==> config.mk <==
export PLATFORM = sky130hd
export DESIGN_NAME = byte_serializer_flat
export DESIGN_NICKNAME = d
export VERILOG_FILES = /design/src/rtl/byte_serializer_if.sv /design/src/rtl/byte_serializer.sv /design/src/flat_wrapper.sv
export SDC_FILE = /design/constraint.sdc
export NUM_CORES = 1
export LEC_CHECK = 0
export CAP_MARGIN = 5
export CORE_MARGIN = 8
export CORE_UTILIZATION = 35
export CTS_CLUSTER_DIAMETER = 150
export DETAILED_ROUTE_END_ITERATION = 7
export SYNTH_ARGS = -nofsm -noshare
export SYNTH_HDL_FRONTEND = slang
export SYNTH_SLANG_ARGS = --single-unit
==> constraint.sdc <==
create_clock -name clk -period 1.77 [get_ports clk]
set_input_delay 0.354 -clock clk [delete_from_list [all_inputs] [get_ports clk]]
set_output_delay 0.354 -clock clk [all_outputs]
set_load 0.005 [all_outputs]
==> src/rtl/byte_serializer_if.sv <==
// Handshake and serial-output bundle for byte_serializer.
//  in_data/in_valid : upstream word and its valid strobe (master drives)
//  in_ready         : serializer can take a word (slave drives)
//  q/busy/done      : serial line, frame-in-progress flag, frame-complete pulse
interface byte_serializer_if #(
  parameter int unsigned WIDTH = 8
);
  logic [WIDTH-1:0] in_data;
  logic             in_valid;
  logic             in_ready;
  logic             q;
  logic             busy;
  logic             done;

  modport master (output in_data, output in_valid,
                  input  in_ready, input q, input busy, input done);
  modport slave  (input  in_data, input in_valid,
                  output in_ready, output q, output busy, output done);
endinterface

==> src/rtl/byte_serializer.sv <==
// Parallel-to-serial output stage with optional start/stop framing.
//  clk   : clock, all state updates on posedge
//  rstb  : asynchronous active-low reset
//  bus   : slave side of byte_serializer_if (in_data/in_valid/in_ready in,
//          registered q/busy/done out; q idles high)
module byte_serializer #(
  parameter int unsigned WIDTH     = 8,
  parameter int unsigned DIV       = 4,
  parameter int unsigned MSB_FIRST = 0,
  parameter int unsigned FRAMED    = 1
) (
  input  logic               clk,
  input  logic               rstb,
  byte_serializer_if.slave   bus
);

  localparam int unsigned CNT_W = (DIV > 1) ? $clog2(DIV) : 1;
  localparam int unsigned BIT_W = (WIDTH > 1) ? $clog2(WIDTH) : 1;
  localparam logic [CNT_W-1:0] DIV_LAST = CNT_W'(DIV - 1);
  localparam logic [BIT_W-1:0] BIT_LAST = BIT_W'(WIDTH - 1);

  typedef enum logic [1:0] {S_IDLE, S_START, S_DATA, S_STOP} state_t;

  state_t           r_state, w_state_nxt;
  logic             r_q, w_q_nxt;
  logic             r_done, w_done_nxt;
  logic             r_ready, r_busy;
  logic [WIDTH-1:0] r_shift, w_shift_nxt;
  logic [CNT_W-1:0] r_div_cnt, w_div_nxt;
  logic [BIT_W-1:0] r_bit_cnt, w_bit_nxt;
  logic             w_accept;
  logic             w_period_end;

  // Bit that goes on the line next, taken from the head of the shift register.
  function automatic logic f_head(input logic [WIDTH-1:0] w);
    return (MSB_FIRST != 0) ? w[WIDTH-1] : w[0];
  endfunction

  // Drop the bit just emitted so the next one sits at the head.
  function automatic logic [WIDTH-1:0] f_shift(input logic [WIDTH-1:0] w);
    return (MSB_FIRST != 0) ? (w << 1) : (w >> 1);
  endfunction

  assign w_accept     = bus.in_valid && r_ready;
  assign w_period_end = (r_div_cnt == DIV_LAST);

  // Next-state and next-output decode; q is loaded with the value of the
  // bit period being entered so it lands one cycle after the deciding edge.
  always_comb begin
    w_state_nxt = r_state;
    w_q_nxt     = r_q;
    w_done_nxt  = 1'b0;
    w_shift_nxt = r_shift;
    w_bit_nxt   = r_bit_cnt;
    w_div_nxt   = '0;
    if (r_state != S_IDLE && !w_period_end) begin
      w_div_nxt = r_div_cnt + CNT_W'(1);
    end

    case (r_state)
      S_IDLE: begin
        w_q_nxt = 1'b1;
        if (w_accept) begin
          w_bit_nxt = '0;
          if (FRAMED != 0) begin
            w_state_nxt = S_START;
            w_q_nxt     = 1'b0;
            w_shift_nxt = bus.in_data;
          end else begin
            w_state_nxt = S_DATA;
            w_q_nxt     = f_head(bus.in_data);
            w_shift_nxt = f_shift(bus.in_data);
          end
        end
      end
      S_START: begin
        if (w_period_end) begin
          w_state_nxt = S_DATA;
          w_q_nxt     = f_head(r_shift);
          w_shift_nxt = f_shift(r_shift);
        end
      end
      S_DATA: begin
        if (w_period_end) begin
          if (r_bit_cnt == BIT_LAST) begin
            w_bit_nxt = '0;
            w_q_nxt   = 1'b1;
            if (FRAMED != 0) begin
              w_state_nxt = S_STOP;
            end else begin
              w_state_nxt = S_IDLE;
              w_done_nxt  = 1'b1;
            end
          end else begin
            w_bit_nxt   = r_bit_cnt + BIT_W'(1);
            w_q_nxt     = f_head(r_shift);
            w_shift_nxt = f_shift(r_shift);
          end
        end
      end
      S_STOP: begin
        if (w_period_end) begin
          w_state_nxt = S_IDLE;
          w_q_nxt     = 1'b1;
          w_done_nxt  = 1'b1;
        end
      end
      default: begin
        w_state_nxt = S_IDLE;
        w_q_nxt     = 1'b1;
      end
    endcase
  end

  // State and datapath registers; ready/busy are decoded from the next state
  // so they are registered yet track the state register exactly.
  always_ff @(posedge clk or negedge rstb) begin
    if (!rstb) begin
      r_state   <= S_IDLE;
      r_q       <= 1'b1;
      r_done    <= 1'b0;
      r_ready   <= 1'b1;
      r_busy    <= 1'b0;
      r_shift   <= '0;
      r_div_cnt <= '0;
      r_bit_cnt <= '0;
    end else begin
      r_state   <= w_state_nxt;
      r_q       <= w_q_nxt;
      r_done    <= w_done_nxt;
      r_ready   <= (w_state_nxt == S_IDLE);
      r_busy    <= (w_state_nxt != S_IDLE);
      r_shift   <= w_shift_nxt;
      r_div_cnt <= w_div_nxt;
      r_bit_cnt <= w_bit_nxt;
    end
  end

  assign bus.in_ready = r_ready;
  assign bus.q        = r_q;
  assign bus.busy     = r_busy;
  assign bus.done     = r_done;

endmodule

==> src/flat_wrapper.sv <==
// flat-port wrapper written by rule: the top's interface ports become plain ports
module byte_serializer_flat 
#(
  parameter int unsigned WIDTH     = 8,
  parameter int unsigned DIV       = 4,
  parameter int unsigned MSB_FIRST = 0,
  parameter int unsigned FRAMED    = 1
)
  (clk, rstb, bus_in_data, bus_in_valid, bus_in_ready, bus_q, bus_busy, bus_done);
  byte_serializer_if #(.WIDTH(WIDTH)) bus_i ();
  input  logic clk;
  input  logic rstb;
  input wire logic [$bits(bus_i.in_data)-1:0] bus_in_data;
  input wire logic [$bits(bus_i.in_valid)-1:0] bus_in_valid;
  output wire logic [$bits(bus_i.in_ready)-1:0] bus_in_ready;
  output wire logic [$bits(bus_i.q)-1:0] bus_q;
  output wire logic [$bits(bus_i.busy)-1:0] bus_busy;
  output wire logic [$bits(bus_i.done)-1:0] bus_done;
  assign bus_i.in_data = bus_in_data;
  assign bus_i.in_valid = bus_in_valid;
  assign bus_in_ready = bus_i.in_ready;
  assign bus_q = bus_i.q;
  assign bus_busy = bus_i.busy;
  assign bus_done = bus_i.done;
  byte_serializer #(.WIDTH(WIDTH), .DIV(DIV), .MSB_FIRST(MSB_FIRST), .FRAMED(FRAMED)) u_core (.clk(clk), .rstb(rstb), .bus(bus_i));
endmodule
# Word-level counts from Yosys, hierarchy flattened

Cells that the tools add are included.

Register bits: 19
Word-level logic and storage cells: 56

Add/sub/neg operators: 2
Eq/ne operators: 10
Mux-type cells: 24
Reductions and logical operators: 12

Operators by type and width:

| cell                | number |
|---|---|
| $mux 8              | 4 |
| $pmux 8 s3          | 1 |
| $mux 2              | 6 |
| $mux 3              | 3 |
| $ne 2x1->1 const B  | 4 |
| $pmux 2 s4          | 1 |
| $mux 1              | 7 |
| $eq 2x2->1 const B  | 3 |
| $pmux 3 s2          | 1 |
| $reduce_and 3->1    | 2 |
| $reduce_bool 2->1   | 3 |
| $reduce_and 5->1    | 1 |
| $logic_not 2->1     | 2 |
| $pmux 1 s4          | 1 |
| $add 3x1->3 const B | 1 |
| $eq 3x3->1 const B  | 1 |
| $reduce_bool 3->1   | 1 |
| $add 2x1->2 const B | 1 |
| $eq 2x1->1 const B  | 1 |
| $logic_and 1x1->1   | 2 |
| $ne 2x2->1 const B  | 1 |
| $logic_not 1->1     | 1 |

# Logic depth before layout (Yosys ltp)

Depth after elaboration: 5
Depth in mapped cells: 7
Mapped depth without buffers: 6

# Worst setup path before layout

Ideal clock, no wire load.

Kind: register to register
Start: register u_core.r_state[0]
End: register u_core.r_shift[0]
Library setup time: 0.125 ns
Arrival time: 1.822 ns
Data required time: 1.645 ns
Slack: -0.177 ns
Cell stages (with the launch flop): 8
Buffers on the path: 1
Clock period less this slack: 1.947 ns
Cells stage by stage: dfrtp_1 -> inv_1 -> ha_1 -> buf_6 -> a21boi_4 -> a21o_2 -> a211oi_4 -> mux2_2

Cells in the longest elaborated chain, start to end: 3
Elaborated cells on any way between the ends: 10

Ends and longest elaborated chain:

| item                                                | RTL line               | source |
|---|---|---|
| start: declaration                                  | byte_serializer.sv:24  | `state_t r_state, w_state_nxt;` |
| start signal: assignment                            | byte_serializer.sv:128 | `r_state <= w_state_nxt;` |
| $eq 2x2->1 (tied with other cells)                  | byte_serializer.sv:60  | `case (r_state)` |
| $ne 2x2->1 (no source line) (tied with other cells) | --                     |  |
| $reduce_and 5->1 (no source line)                   | --                     |  |
| end signal: assignment                              | byte_serializer.sv:133 | `r_shift <= w_shift_nxt;` |
| end: declaration                                    | byte_serializer.sv:28  | `logic [WIDTH-1:0] r_shift, w_shift_nxt;` |

Several ways; a longest one is shown, not always the timed one.
A chain may end at the register's enable or synchronous reset.

# Final worst setup path

Start: register u_core.r_state[1]
End: register u_core.r_shift[4]

The elaborated chain is that of the path after synthesis.

==> flow_summary_export.csv <==
group,metric,value,unit
layout,area_delta_synth_final,39.1,%
synth,yosysWarnings,0,
floorplan,die_area,4850,um2
setup_path,cp_data_required_time,1.97,ns
timing,period_needed,1.75,ns
synth,synth_top_family_by_area,"multiplexers",
grt,antenna_found_initial,0,
place,port_buffers,14,
layout,diodes,0,
setup_path,cp-end-kind,"flop",
route,via_per_inst,5.06,
synth,synth.distinct_cells,26,
synth,ys_seq_area_share,47.5,%
route,drc_errors,0,
layout,finish.instance_area,1400,um2
route,drtIter0Drc,21,
synth,synth_top_cell_area_share,42.3,%
cts,clk_pin_slew_worst_paths,0.12,ns
setup_path,slowest_delay,0.42,ns
synth,synthXorXnorAreaFrac,0,%
synth,yosys.area.top_type,"dfrtp_1",
cts,root_buffer,"clkbuf_4",
cts,clk_latency,0.30,ns
grt,grt_pass1_vias,831,
synth,muxShareOfSynthArea,16.8,%
route,detail-route-antenna-nets,0,
synth,synthSimpleGateAreaFrac,8.08,%
place,dpl-instance-area,1290,um2
layout,utilization,51.2,%
floorplan,rows,19,
cts,cts_htree_levels,1,
setup_path,ff2ff_path_depth,7,
timing,hold_viol,0,
synth,synthCells,83,
setup_path,path_cells,"inv_2 -> ha_4 -> a21boi_4 -> a21o_2 -> a211oi_4 -> buf_12 -> mux2_4",
setup_path,worstPathArrival,1.95,ns
cts,clock_sinks,19,
timing,final.period_utilization,98.7,%
setup_path,crit_buf_inv,2,
timing,max_slew_margin,76.7,%
setup_path,worst-r2r-setup-slack,0.02,ns
setup_path,crit_cells,7,
cts,cts_tree,"built",
cts,postCtsHoldBufs,0,
setup_path,crit_path_end,"u_core.r_shift[4]$_DFFE_PN0P_",
floorplan,initial_utilization,36.8,%
synth,syn_area_per_cell,12.1,um2
setup_path,regToRegStartpoint,"u_core.r_state[1]$_DFF_PN0_",
route,firstDrtPassIters,4,
timing,clock_skew,0.00481,ns
grt,overflow,0,
floorplan,core,2730,um2
grt,grt_max_degree,20,
place,finalWeightedCongestion,0.856,
synth,ys_ff_latch,19,
timing,setup_viol,0,
layout,nets,134,
synth,synthesis.nets,101,
grt,grt_usage,9.32,%
outcome,status,"completed",
synth,synth-compound-area-share,14.3,%
timing,drv_slew,0,
cts,numCtsBuffers,3,
route,wl_per_cell,14.4,um
floorplan,chipHeight,69.6,um
timing,rsz0062_at_grt,"yes",
synth,synth.area.top_cells,"dfrtp_1 42%, mux2_2 17%, ha_1 8.7%, dfstp_2 5.2%, a22o_1 2.6%",
setup_path,slowest_stage,"dfrtp_1",
route,totalWireLength,2100,um
floorplan,pin_count,15,
timing,tightestPinTransition,0.349,ns
floorplan,die_w,69.6,um
setup_path,cpLargestDelayFamily,"compound AO/OA/AOI/OAI gates",
setup_path,cp-start-kind,"flop",
power_and_ir_drop,p_leak,0.657,nW
run,maxCapViolations,0,
power_and_ir_drop,powerDensity,1850,nW/um2
setup_path,crit_type,"reg2reg",
setup_path,critPathMaxFanout,8,
layout,drive_gt1_share,42.6,%
route,dr_total_vias,739,
setup_path,r2r-end,"u_core.r_shift[4]$_DFFE_PN0P_",
place,hpwl,1450,um
cts,clock_path_buffers,2,
setup_path,startpoint,"u_core.r_state[1]$_DFF_PN0_",
timing,clock.fmax,0.573,GHz
synth,syn_area,1010,um2
grt,grt_pass1_wl,3690,um
power_and_ir_drop,peakVddDrop,986,uV
min_path,hp-class,"in2async",
synth,yosys.area_share.adder,8.71,%
## worst min path at each step
stage,start,to,slack (ns),cells after the start
2_1_floorplan,rstb,u_core.bus.busy$_DFF_PN0_,0.06,0
3_3_place_gp,u_core.r_div_cnt[0]$_DFF_PN0_,u_core.r_div_cnt[0]$_DFF_PN0_,0.42,1
3_5_place_dp,u_core.r_div_cnt[0]$_DFF_PN0_,u_core.r_div_cnt[0]$_DFF_PN0_,0.43,1
4_1_cts,rstb,u_core.r_div_cnt[0]$_DFF_PN0_,0.37,2
5_1_grt,rstb,u_core.r_div_cnt[0]$_DFF_PN0_,0.37,2
6_report,rstb,u_core.r_div_cnt[1]$_DFF_PN0_,0.37,2
## layout by cell type, fill, tap and decap left out, drive strengths merged, types with 2 or more instances in the layout
| master | instances |
|---|---|
| buf | 18 |
| nand2 | 2 |
| o21ai | 4 |
| a22o | 3 |
| nor3 | 3 |
| ha | 7 |
| inv | 5 |
| nor3b | 2 |
| a21oi | 3 |
| clkdlybuf4s50 | 13 |
| clkbuf | 3 |
| mux2 | 15 |
| and2 | 2 |
| nor2 | 5 |
| dfrtp | 17 |
| dfstp | 2 |
## routing by layer
layer	up-vias	track usage [%]	wire length (um)
met3	2	4.58	126
met5	-	0	0
met4	0	2.46	12
met2	23	16.2	1050
met1	359	9.76	916
li1	355	-	-
## kinds of logic after synthesis
family                     Yosys count
AOI/OAI and AO/OA                   17
adders and majority gates            7
buffers and inverters                9
and+or+nand+nor                     16
muxes                               15
DFF                                 19
## what timing repair did
action,in CTS,in global routing
endpoints found under the setup margin,8,13
gates cloned,0,0
pin swaps,2,2
gates resized for setup,10,6
buffers inserted,2,1
## report_power, final
| part | leakage [nW] | internal (W) | switching [W] |
|---|---|---|---|
| Sequential | 0.237 | 0.000627 | 0.0000808 |
| Clock | 0.0177 | 0.0000844 | 0.000146 |
| Combinational | 0.402 | 0.000997 | 0.000653 |
| Total | 0.657 | 0.00171 | 0.000879 |
## state kept, by name (all words and copies together) (netlist names)
signal,count
u_core.r_bit_cnt,3
u_core.r_shift,8
u_core.r_div_cnt,2
u_core.r_state,2
u_core.bus.done,1
u_core.bus.in_ready,1
u_core.bus.busy,1
u_core.bus.q,1
## metrics by stage
step	setup TNS, ns	power, W	setup WS, ns	cells	hold WS [ns]
4_1_cts	-0.154	0.00257	-0.0229	145	0.366
3_5_place_dp	-1.33	0.00215	-0.176	139	0.431
3_3_place_gp	-1.25	0.00211	-0.162	139	0.419
5_1_grt	-0.0663	0.00278	-0.0144	146	0.366
2_1_floorplan	-0.910	0.00167	-0.119	83	0.0584
6_report	0	0.00259	0.0239	146	0.368
## layout make-up
cell class,instances,area (um2)
Fill cell,242,1340
Multi-Input combinational cell,55,546
Sequential cell,19,478
Timing Repair Buffer,32,290
Tap cell,31,38.8
Clock buffer,3,22.5
Inverter,5,18.8
Clock inverter,1,5.00
## Yosys cell counts
master    number
a221oi_1       1
inv_1          5
a211o_1        1
buf_4          1
nor2b_1        1
a22o_1         3
mux2_2        15
o32a_2         1
a21boi_4       1
nor3_1         3
ha_1           7
clkbuf_1       1
o21ai_0        4
dfstp_2        2
a21oi_1        3
a31oi_1        1
buf_6          1
a211oi_4       1
nor3b_1        2
nand2_1        2
nor2_1         5
a21o_2         1
dfrtp_1       17
and2_1         2
nand2b_1       1
buf_2          1
Power figures use the tool's default switching activity.
